**src/rtl/eb_ser.sv**
```systemverilog
// Width-reducing serializer: one wide input word becomes RATIO
// narrow output beats, least-significant slice first.
module eb_ser #(
  parameter int I_0_WIDTH = 8,
  parameter int RATIO     = 4,
  parameter int T_0_WIDTH = I_0_WIDTH * RATIO
) (
  input  logic                 clk,
  input  logic                 reset_n,
  input  logic [T_0_WIDTH-1:0] t_0_data,
  input  logic                 t_0_valid,
  output logic                 t_0_ready,
  output logic [I_0_WIDTH-1:0] i_0_data,
  output logic                 i_0_valid,
  input  logic                 i_0_ready
);

  localparam int CW = (RATIO > 1) ? $clog2(RATIO) : 1;
  localparam logic [CW-1:0] LAST = CW'(RATIO - 1);

  if (RATIO < 1 || T_0_WIDTH != I_0_WIDTH * RATIO) begin : g_bad
    $error("eb_ser: T_0_WIDTH must equal I_0_WIDTH*RATIO");
  end

  logic                 full_q, full_d;
  logic [CW-1:0]        cnt_q, cnt_d;
  logic [T_0_WIDTH-1:0] sh_q, sh_d;
  logic                 last, in_hs, out_hs;

  assign last      = (cnt_q == LAST);
  // Ready during the last beat lets a new word load with no bubble.
  assign t_0_ready = reset_n & (!full_q | (i_0_ready & last));
  assign i_0_valid = reset_n & full_q;
  assign i_0_data  = sh_q[I_0_WIDTH-1:0];
  assign in_hs     = t_0_valid & t_0_ready;
  assign out_hs    = i_0_valid & i_0_ready;

  always_comb begin
    full_d = full_q;
    cnt_d  = cnt_q;
    sh_d   = sh_q;
    if (in_hs) begin
      full_d = 1'b1;
      cnt_d  = '0;
      sh_d   = t_0_data;
    end else if (out_hs) begin
      if (last) begin
        full_d = 1'b0;
        cnt_d  = '0;
      end else begin
        cnt_d = cnt_q + CW'(1);
        sh_d  = sh_q >> I_0_WIDTH;
      end
    end
  end

  always_ff @(posedge clk) begin
    if (!reset_n) begin
      full_q <= 1'b0;
      cnt_q  <= '0;
      sh_q   <= '0;
    end else begin
      full_q <= full_d;
      cnt_q  <= cnt_d;
      sh_q   <= sh_d;
    end
  end

endmodule

```
**config.mk**
```make
export PLATFORM = sky130hd
export DESIGN_NAME = eb_ser
export DESIGN_NICKNAME = d
export VERILOG_FILES = /design/src/rtl/eb_ser.sv
export SDC_FILE = /design/constraint.sdc
export NUM_CORES = 1
export LEC_CHECK = 0
export CELL_PAD_IN_SITES_DETAIL_PLACEMENT = 1
export CELL_PAD_IN_SITES_GLOBAL_PLACEMENT = 1
export CORE_ASPECT_RATIO = 2
export CORE_MARGIN = 4
export CORE_UTILIZATION = 36
export DETAILED_ROUTE_END_ITERATION = 16
export GPL_ROUTABILITY_DRIVEN = 0
export MAX_ROUTING_LAYER = met4
export PLACE_DENSITY_LB_ADDON = 0.1
export REMOVE_ABC_BUFFERS = 1
export SLEW_MARGIN = 20
export SYNTH_ARGS = -nofsm -noshare
export SYNTH_HDL_FRONTEND = slang
export SYNTH_SLANG_ARGS = --single-unit
```
**constraint.sdc**
```tcl
create_clock -name clk -period 1.9 [get_ports clk]
set_input_delay 0.475 -clock clk [delete_from_list [all_inputs] [get_ports clk]]
set_output_delay 0.475 -clock clk [all_outputs]
set_load 0.005 [all_outputs]
```
==> results of run 1 <==
==> layout by cell type (no fill, tap or decap) <==
master,count
a21bo_2,1
clkinv_2,1
and3_1,1
clkdlybuf4s50_1,42
dfxtp_2,2
nand4b_1,1
a31oi_1,16
or3b_2,1
clkbuf_8,6
nand2_1,50
mux2_2,1
dlygate4sd2_1,2
buf_12,6
nand3_1,8
o31ai_1,24
buf_4,7
and2_1,3
a21boi_4,1
ha_2,1
o21ai_0,1
nand2_4,1
a21boi_1,5
dfxtp_1,33
o211ai_1,8
and4b_1,1
clkdlybuf4s15_1,1
and2b_2,1
a21boi_0,4
nor3b_1,1
o21a_1,1
a31oi_2,8
==> per-stage QoR <==
step	hold slack (ns)	utilization (%)	cells	power (W)
CTS	0.477	50.4	294	0.00168
detailed placement	0.469	48.5	287	0.00113
finish	0.473	50.4	294	0.00165
global placement	0.454	48.5	287	0.00111
global route	0.489	50.4	294	0.00174
floorplan	0.447	-	174	0.000934
==> worst max-delay path: cells and delay by family <==
family	cells	cell delay [ns]
AND/OR/NAND/NOR	1	0.13
buffers and inverters	2	0.74
==> power by group <==
part / total, W / internal, W / switching (W)
Combinational: 0.000307 / 0.000171 / 0.000135
Sequential: 0.000802 / 0.000778 / 0.0000245
Clock: 0.000543 / 0.000284 / 0.000259
==> per-layer routing <==
| metal | track usage, % | vias to the layer above |
|---|---|---|
| met5 | - | - |
| met4 | 9.29 | 0 |
| li1 | - | 795 |
| met2 | 29.2 | 50 |
| met3 | 3.13 | 13 |
| met1 | 17.9 | 789 |
==> state kept, by name, indices dropped and copies added (netlist names) <==
signal and flops:
full_q 1, cnt_q 2, sh_q 32
==> how the worst min path moves through the flow <==
stage	from	endpoint	slack, ns	depth (start not counted)
floorplan	sh_q[18]$_SDFFE_PN0P_	sh_q[10]$_SDFFE_PN0P_	0.45	2
global placement	sh_q[4]$_SDFFE_PN0P_	sh_q[4]$_SDFFE_PN0P_	0.45	2
detailed placement	sh_q[3]$_SDFFE_PN0P_	sh_q[3]$_SDFFE_PN0P_	0.47	2
CTS	sh_q[12]$_SDFFE_PN0P_	sh_q[4]$_SDFFE_PN0P_	0.48	2
global route	sh_q[21]$_SDFFE_PN0P_	sh_q[13]$_SDFFE_PN0P_	0.49	2
finish	sh_q[13]$_SDFFE_PN0P_	sh_q[5]$_SDFFE_PN0P_	0.47	2
==> final cells by class <==
class | instances | area [sq um]
clock buffer | 6 | 82.6
clock inverter | 1 | 5.00
fill | 560 | 2320
multi-input combinational | 139 | 883
sequential | 35 | 703
tap | 55 | 68.8
timing repair buffer | 58 | 621
==> timing repair <==
action                                  4_1_cts  5_1_grt
hold buffers                                  0        0
hold endpoints to repair                      0        0
gates cloned                                  0        0
setup buffers                                 0        0
gates resized for setup                       5        2
endpoints found under the setup margin        2        2
==> logic make-up after synthesis <==
family,synth area share (%)
buf+inv,10.6
fa+ha+maj,0.707
compound gates,31.0
simple gates,17.4
mux,0.636
flops,39.6
==> out/metrics.cfg, run 1 <==
[setup_path]
worst_setup_path_startpoint = reset_n
critical-path-slowest-cell = clkdlybuf4s50_1
critical_path.endpoint_type = primary output
critPathMaxStageDelay_ns = 0.50
critPathKind = primary input to primary output
r2r-start = cnt_q[0]$_SDFFE_PP0P_
regToRegEndpoint = sh_q[19]$_SDFFE_PN0P_
setup.worst_path.end = i_0_valid
critPathArrivalTime_ns = 1.34
worstSetupStartpointType = primary input
crit_path_cell_trace = dlygate4sd2_1, and2_1, clkdlybuf4s50_1
regToRegSetupSlack_ns = 0.42
worst-path-max-fanout = 3
required_time_of_the_critical_path_ns = 1.42
r2r_worst_path_depth = 6

[floorplan]
fp.coreArea_sq_um = 4690
die_width_um = 57.6
fp.dieH_um = 107
io_pins = 46
fp-row-count = 35
start_util_pct = 37.8
die_area_sq_um = 6170

[global_routing]
grt_pass1_wl_um = 8110
first_global_vias = 1799
antenna_found_initial = 0
grt_overflow_total = 0
globalRouteTotalUtil_pct = 17.0
grt_start_max_net_pins = 33

[detailed_routing]
initial_drt_markers = 21
dr.pass1.iters = 4
route.vias.total = 1647
detailroute.wirelength.met2_um = 2540
m1WireLength_um = 1930
dr.max_layer_used = met4
routedWlPerCell_um = 16.4
met3RoutedLength_um = 204
wl_um = 4820
drc = 0
antenna_violating_nets_post_route = 0
via_density_per_instance = 5.60

[sta]
finClkSkew_ns = 0.00388
tns_ns = 0
worst_pin_slew_ns = 0.307
worst_slack_ns = 0.0827
setup_violations = 0
post-route-min-period_ns = 1.82
fin_crit_sh_pct = 95.6
maxClockFrequency_ghz = 0.550
max_slew_headroom_pct = 79.4
setup_repair_after_global_routing_missed_its_margin = false
maxSlewViolCount = 0
hold_violation_total_from_the_final_report = 0

[clocking]
clk_pin_slew_worst_paths_ns = 0.07
cts_tree = done
numCtsBuffers = 5
cts.path.max_buffers = 2
worstSkewPairLatency_ns = 0.28
cts_root_buf = clkbuf_8
ctsHtreeMaxLevel = 2
clock_sink_count = 35

[synth]
synth-seq-area-share_pct = 39.6
synthTopCellsByCount = nand2_1 (50), dfxtp_1 (35), o31ai_1 (24)
netlist_top_cells_area = dfxtp_1 (40%), nand2_1 (11%), o31ai_1 (10%)
synth_largest_type_area_fraction_pct = 39.6
post_synth_instance_area_sq_um = 1770
synth_area_per_inst_sq_um = 8.76
synth_flop_cell = dfxtp_1
synth.lib_cells_used.distinct = 27
synth_top_area_cell = dfxtp_1
yosys.cell_count.top_type = nand2_1
edff_count_synth = 0
total_of_warnings_raised_by_yosys = 0
ys_ff_latch = 35
postSynth.asyncResetShare_pct = 0
netlist_instances = 202

[layout]
layout-drive-gt1-share_pct = 15.5
num_antenna_cells = 0
final_net_count = 276
area_delta_synth_final_pct = 33.6
final_cell_area_sq_um = 2360

[place]
place.detailed.hpwl_um = 3390
placedInstanceArea_sq_um = 2270
setup_slack_after_placement_ns = -0.288
port_buffers = 45

[worst_hold_path]
worst_hold_path_type = flip-flop to flip-flop

[status]
status = completed

[power_and_ir_drop]
vdd_drop_max_uv = 438
p_leak_nw = 0.812
power_density_nw_per_um2 = 699

[flow_run]
maxCapViolCount = 0

Note: power is estimated with default switching activity, not from simulation.
==> run 2, diff against run 1 <==
--- a/config.mk
+++ b/config.mk
@@ -12,8 +12,10 @@
 export CORE_UTILIZATION = 36
 export DETAILED_ROUTE_END_ITERATION = 16
 export GPL_ROUTABILITY_DRIVEN = 0
+export GPL_TIMING_DRIVEN = 1
 export MAX_ROUTING_LAYER = met4
 export PLACE_DENSITY_LB_ADDON = 0.1
+export RECOVER_POWER = 100
 export REMOVE_ABC_BUFFERS = 1
 export SLEW_MARGIN = 20
 export SYNTH_ARGS = -nofsm -noshare
==> out/metrics.cfg, run 2 (synthesized netlist as in run 1, its figures left out) <==
[status]
status = completed

[setup_path]
required_time_of_the_critical_path_ns = 1.42  ; about the same
critPathKind = primary input to primary output
worstSetupStartpointType = primary input
critical_path.endpoint_type = primary output
worst-path-max-fanout = 3  ; unchanged
critPathArrivalTime_ns = 1.34  ; about the same

[power_and_ir_drop]
total_power_w = 0.00164  ; -0.56%
p_leak_nw = 0.817  ; +0.68%
power.switching_w = 0.000420  ; +0.30%
intPower_w = 0.00122  ; -0.84%
vdd_drop_max_uv = 437  ; about the same
pwr-share-comb_pct = 18.0  ; -0.6 points
power.share.switching_pct = 25.6  ; +0.22 points
power.clock.fraction_pct = 33.2  ; +0.3 points
seq_pwr_share_pct = 48.8  ; +0.2 points
power_density_nw_per_um2 = 703  ; +0.51%

[flow_run]
maxCapViolCount = 0  ; unchanged

[global_routing]
grt_start_max_net_pins = 33  ; unchanged
globalRouteTotalUtil_pct = 17.0  ; unchanged
antenna_found_initial = 0  ; unchanged
grt_pass1_wl_um = 8110  ; unchanged
first_global_vias = 1799  ; unchanged
grt_overflow_total = 0  ; unchanged

[layout]
largest_registers = sh_q (32), cnt_q (2), full_q (1)
register_with_the_most_flip_flops = sh_q
area_delta_synth_final_pct = 32.2
largest_register_ffs = 32  ; unchanged
stdcell_count = 294  ; unchanged
num_antenna_cells = 0  ; unchanged
final_cell_area_sq_um = 2340  ; -1.1%
layout-drive-gt1-share_pct = 14.6  ; -0.84 points
most-common-layout-cells = nand2_1 (50), clkdlybuf4s50_1 (34), dfxtp_1 (33)
final_net_count = 276  ; unchanged
mostFrequentLayoutCell = nand2_1

[place]
setup_slack_after_placement_ns = -0.288  ; unchanged
placed_cells_incl_taps = 287  ; unchanged
port_buffers = 45  ; unchanged
placedInstanceArea_sq_um = 2270  ; unchanged
place.detailed.hpwl_um = 3390  ; unchanged

[detailed_routing]
dr.pass1.iters = 4  ; unchanged
via_density_per_instance = 5.63  ; +0.49%
route.vias.total = 1655  ; +0.49%
initial_drt_markers = 12  ; -43%
routedWlPerCell_um = 16.5  ; +0.64%
antenna_violating_nets_post_route = 0  ; unchanged
wl_um = 4850  ; +0.64%
drc = 0  ; unchanged

[sta]
setup_violations = 0  ; unchanged
tns_ns = 0  ; unchanged
post-route-min-period_ns = 1.82  ; -0.00194 ns
setup_repair_after_global_routing_missed_its_margin = false
max_slew_headroom_pct = 72.2  ; -7.1 points
finClkSkew_ns = 0.00407  ; +0.000195 ns
worst_slack_ns = 0.0847  ; +0.00194 ns
hold_violation_total_from_the_final_report = 0  ; unchanged
worst_pin_slew_ns = 0.417  ; +0.110 ns
fin_crit_sh_pct = 95.5  ; -0.10 points
maxSlewViolCount = 0  ; unchanged
maxClockFrequency_ghz = 0.551  ; +0.11%

[clocking]
cts.path.max_buffers = 2  ; unchanged
cts_hold_buffers = 0  ; unchanged
cts_root_buf = clkbuf_8
cts_tree = done
ctsHtreeMaxLevel = 2  ; unchanged
clk_pin_slew_worst_paths_ns = 0.07  ; about the same
clock_sink_count = 35  ; unchanged
worstSkewPairLatency_ns = 0.28  ; about the same
numCtsBuffers = 5  ; unchanged

[floorplan]
fp-row-count = 35  ; unchanged
fp.dieH_um = 107  ; unchanged
die_area_sq_um = 6170  ; unchanged
io_pins = 46  ; unchanged
die_width_um = 57.6  ; unchanged
fp.coreArea_sq_um = 4690  ; unchanged
start_util_pct = 37.8  ; unchanged

[worst_hold_path]
worst_hold_path_type = flip-flop to flip-flop

run 2: cell type report:
class | count | area, sq um
well taps | 55 | 68.8
multi-input cells | 139 | 883
repair buffers | 58 | 596
clock buffers | 6 | 82.6
fillers | 567 | 2350
flip-flops and latches | 35 | 703
clock inverters | 1 | 5.00
run 2: metrics by stage:
stage / utilization (%) / hold WS [ns]
after floorplan: - / 0.447
after global placement: 48.5 / 0.454
after detailed placement: 48.5 / 0.469
after CTS: 50.4 / 0.477
after global routing: 49.9 / 0.493
final: 49.9 / 0.475
run 2: repair_timing:
item / CTS / global route
buffers inserted: 0 / 0
setup endpoints to repair: 2 / 2
gates resized for setup: 5 / 2
run 2: final timing paths:
kind,cells after the start,to,slack (ns),startpoint
max,3,i_0_valid,0.08,reset_n
min reg2reg,2,sh_q[5]$_SDFFE_PN0P_,0.48,sh_q[13]$_SDFFE_PN0P_
max reg2reg,6,sh_q[19]$_SDFFE_PN0P_,0.42,cnt_q[0]$_SDFFE_PP0P_
min,2,sh_q[5]$_SDFFE_PN0P_,0.48,sh_q[13]$_SDFFE_PN0P_
run 2: critical path: stages:
cell             delay, ns
dlygate4sd2_1         0.24
and2_1                0.13
clkdlybuf4s50_1       0.50
run 2: power by group through the flow:
stage	Combinational [W]	Sequential, W	Clock [W]
3_3_place_gp	0.000298	0.000815	0
3_5_place_dp	0.000311	0.000819	0
4_1_cts	0.000311	0.000802	0.000563
6_report	0.000296	0.000802	0.000545
5_1_grt	0.000323	0.000808	0.000595
2_1_floorplan	0.000120	0.000813	0
run 2: per-layer routing:
layer / up-vias / track usage [%] / wire length, um
met3: 13 / 3.13 / 198
met5: - / - / 0
met1: 796 / 17.9 / 1990
met2: 46 / 29.2 / 2520
met4: 0 / 9.29 / 141
li1: 800 / - / -
==> run 3, diff against run 2 <==
--- a/config.mk
+++ b/config.mk
@@ -8,7 +8,6 @@
 export CELL_PAD_IN_SITES_DETAIL_PLACEMENT = 1
 export CELL_PAD_IN_SITES_GLOBAL_PLACEMENT = 1
 export CORE_ASPECT_RATIO = 2
-export CORE_MARGIN = 4
 export CORE_UTILIZATION = 36
 export DETAILED_ROUTE_END_ITERATION = 16
 export GPL_ROUTABILITY_DRIVEN = 0
@@ -17,7 +16,6 @@
 export PLACE_DENSITY_LB_ADDON = 0.1
 export RECOVER_POWER = 100
 export REMOVE_ABC_BUFFERS = 1
-export SLEW_MARGIN = 20
 export SYNTH_ARGS = -nofsm -noshare
 export SYNTH_HDL_FRONTEND = slang
 export SYNTH_SLANG_ARGS = --single-unit
==> out/metrics.cfg, run 3 (synthesized netlist as in run 1, its figures left out) <==
[worst_hold_path]
holdPathEnd = sh_q[2]$_SDFFE_PN0P_
min_from = sh_q[2]$_SDFFE_PN0P_
hold_depth = 2  ; unchanged
worst_hold_path_type = flip-flop to flip-flop

[sta]
post-route-min-period_ns = 1.86  ; +0.0476 ns
worst_pin_slew_ns = 0.309  ; -0.107 ns
maxClockFrequency_ghz = 0.537  ; -2.6%
maxSlewViolCount = 0  ; unchanged
hold_violation_total_from_the_final_report = 0  ; unchanged
finClkSkew_ns = 0.00602  ; +0.00194 ns
max_slew_headroom_pct = 79.4  ; +7.2 points
setup_violations = 0  ; unchanged
fin_crit_sh_pct = 98.1  ; +2.5 points
setup_repair_after_global_routing_missed_its_margin = false

[clocking]
cts_root_buf = clkbuf_8
clk_pin_slew_worst_paths_ns = 0.07  ; about the same
ctsHtreeMaxLevel = 2  ; unchanged
worstSkewPairLatency_ns = 0.28  ; about the same
cts_tree = done
numCtsBuffers = 5  ; unchanged
cts_hold_buffers = 0  ; unchanged
post_cts_buffers = 0  ; unchanged
clock_sink_count = 35  ; unchanged
cts.path.max_buffers = 2  ; unchanged

[layout]
most-common-layout-cells = nand2_1 (51), dfxtp_1 (35), clkdlybuf4s50_1 (32)
mostFrequentLayoutCell = nand2_1
register_with_the_most_flip_flops = sh_q
area_taken_by_multi_input_logic_gates_sq_um = 876  ; -0.85%
final_net_count = 279  ; +1.1%
postLayoutCoreUtil_pct = 50.7  ; +0.77 points
area_delta_synth_final_pct = 33.0
register_area_sq_um = 701  ; -0.36%
filler_cell_count = 568  ; +0.18%
largest_registers = sh_q (32), cnt_q (2), full_q (1)
num_antenna_cells = 0  ; unchanged
layout-drive-gt1-share_pct = 14.5  ; -0.18 points
largest_register_ffs = 32  ; unchanged

[status]
status = completed

[global_routing]
globalRouteTotalUtil_pct = 20.4  ; +3.3 points
grt_pass1_wl_um = 7910  ; -2.6%
antenna_found_initial = 0  ; unchanged
grt_overflow_total = 0  ; unchanged
grt_start_max_net_pins = 33  ; unchanged
first_global_vias = 1730  ; -3.8%

[setup_path]
regToRegSetupSlack_ns = 0.29  ; -0.13 ns
regToRegEndpoint = sh_q[19]$_SDFFE_PN0P_
worst-path-max-fanout = 4  ; +1
required_time_of_the_critical_path_ns = 1.42  ; about the same
r2r_worst_path_depth = 6  ; unchanged
critPathKind = flip-flop to primary output
r2r-start = cnt_q[0]$_SDFFE_PP0P_
critical_path.endpoint_type = primary output
worstSetupStartpointType = flip-flop
critPathArrivalTime_ns = 1.39  ; +0.05 ns

[detailed_routing]
initial_drt_markers = 23  ; +11
dr.pass1.iters = 4  ; unchanged
antenna_violating_nets_post_route = 0  ; unchanged
drc = 0  ; unchanged
wl_um = 4620  ; -4.8%
routedWlPerCell_um = 15.5  ; -5.7%
via_density_per_instance = 5.51  ; -2.1%
route.vias.total = 1636  ; -1.1%

[power_and_ir_drop]
seq_pwr_share_pct = 48.7  ; about the same
power_density_nw_per_um2 = 697  ; -0.80%
p_leak_nw = 0.836  ; +2.3%
vdd_drop_max_uv = 480  ; +9.8%
pwr-share-comb_pct = 18.1  ; about the same
power.clock.fraction_pct = 33.2  ; about the same
total_power_w = 0.00164  ; -0.21%
power.share.switching_pct = 25.3  ; -0.24 points
intPower_w = 0.00122  ; +0.10%
power.switching_w = 0.000415  ; -1.1%

[floorplan]
die_width_um = 51.6  ; -10%
die_area_sq_um = 5220  ; -15%
fp.dieH_um = 101  ; -5.6%
io_pins = 46  ; unchanged
fp.coreArea_sq_um = 4640  ; -0.93%
start_util_pct = 38.1  ; +0.36 points
fp-row-count = 35  ; unchanged

[place]
place.detailed.hpwl_um = 3210  ; -5.5%
port_buffers = 45  ; unchanged

[flow_run]
maxCapViolCount = 0  ; unchanged

-- run 3: worst max-delay path: stages (launching register included) --
cell and delay [ns]:
dfxtp_1 0.34, ha_2 0.20, a21bo_2 0.22, and2_1 0.15, clkdlybuf4s15_2 0.20
-- run 3: worst max-delay path by stage --
| stage | start | endpoint | cells after the start |
|---|---|---|---|
| final | cnt_q[0]$_SDFFE_PP0P_ | t_0_ready | 4 |
| after global routing | cnt_q[0]$_SDFFE_PP0P_ | t_0_ready | 4 |
| after CTS | full_q$_SDFFE_PN0P_ | i_0_valid | 3 |
| after detailed placement | i_0_ready | t_0_ready | 4 |
| after global placement | i_0_ready | t_0_ready | 4 |
| after floorplan | cnt_q[0]$_SDFFE_PP0P_ | sh_q[24]$_SDFFE_PN0P_ | 4 |
-- run 3: power groups by stage --
stage	registers [W]	logic [W]	clock network, W
after global placement	0.000813	0.000308	0
after CTS	0.000799	0.000320	0.000564
final	0.000798	0.000297	0.000545
after global routing	0.000804	0.000326	0.000594
after detailed placement	0.000816	0.000320	0
after floorplan	0.000813	0.000120	0
-- run 3: layout make-up --
type / instances / share of cell area, %
Clock buffer: 6 / 3.51
Clock inverter: 1 / 0.213
Multi-Input combinational cell: 139 / 37.2
Sequential cell: 35 / 29.8
Tap cell: 55 / 2.93
Timing Repair Buffer: 61 / 26.3
-- run 3: timing repair --
item | 4_1_cts | 5_1_grt
resized for setup | 7 | 1
setup endpoints to repair | 2 | 1
pin swaps | 1 | 0
-- run 3: layer usage --
layer | GRT usage, % | vias up | part of all wire [%]
li1 | - | 802 | -
met1 | 22.9 | 788 | 42
met2 | 34.9 | 40 | 53
met3 | 3.60 | 6 | 3.8
met4 | 7.69 | 0 | 1.8
met5 | - | - | 0
-- run 3: metrics by stage --
step / cells / hold WS [ns] / cell area [sq um] / setup TNS [ns] / worst slack, ns
global placement: 290 / 0.455 / 2310 / -4.28 / -0.278
CTS: 297 / 0.475 / 2400 / 0 / 0.0170
finish: 297 / 0.468 / 2350 / 0 / 0.0370
floorplan: 174 / 0.447 / 1580 / 0 / 0.0144
global route: 297 / 0.496 / 2350 / 0 / 0.00253
detailed placement: 290 / 0.467 / 2310 / -6.34 / -0.289
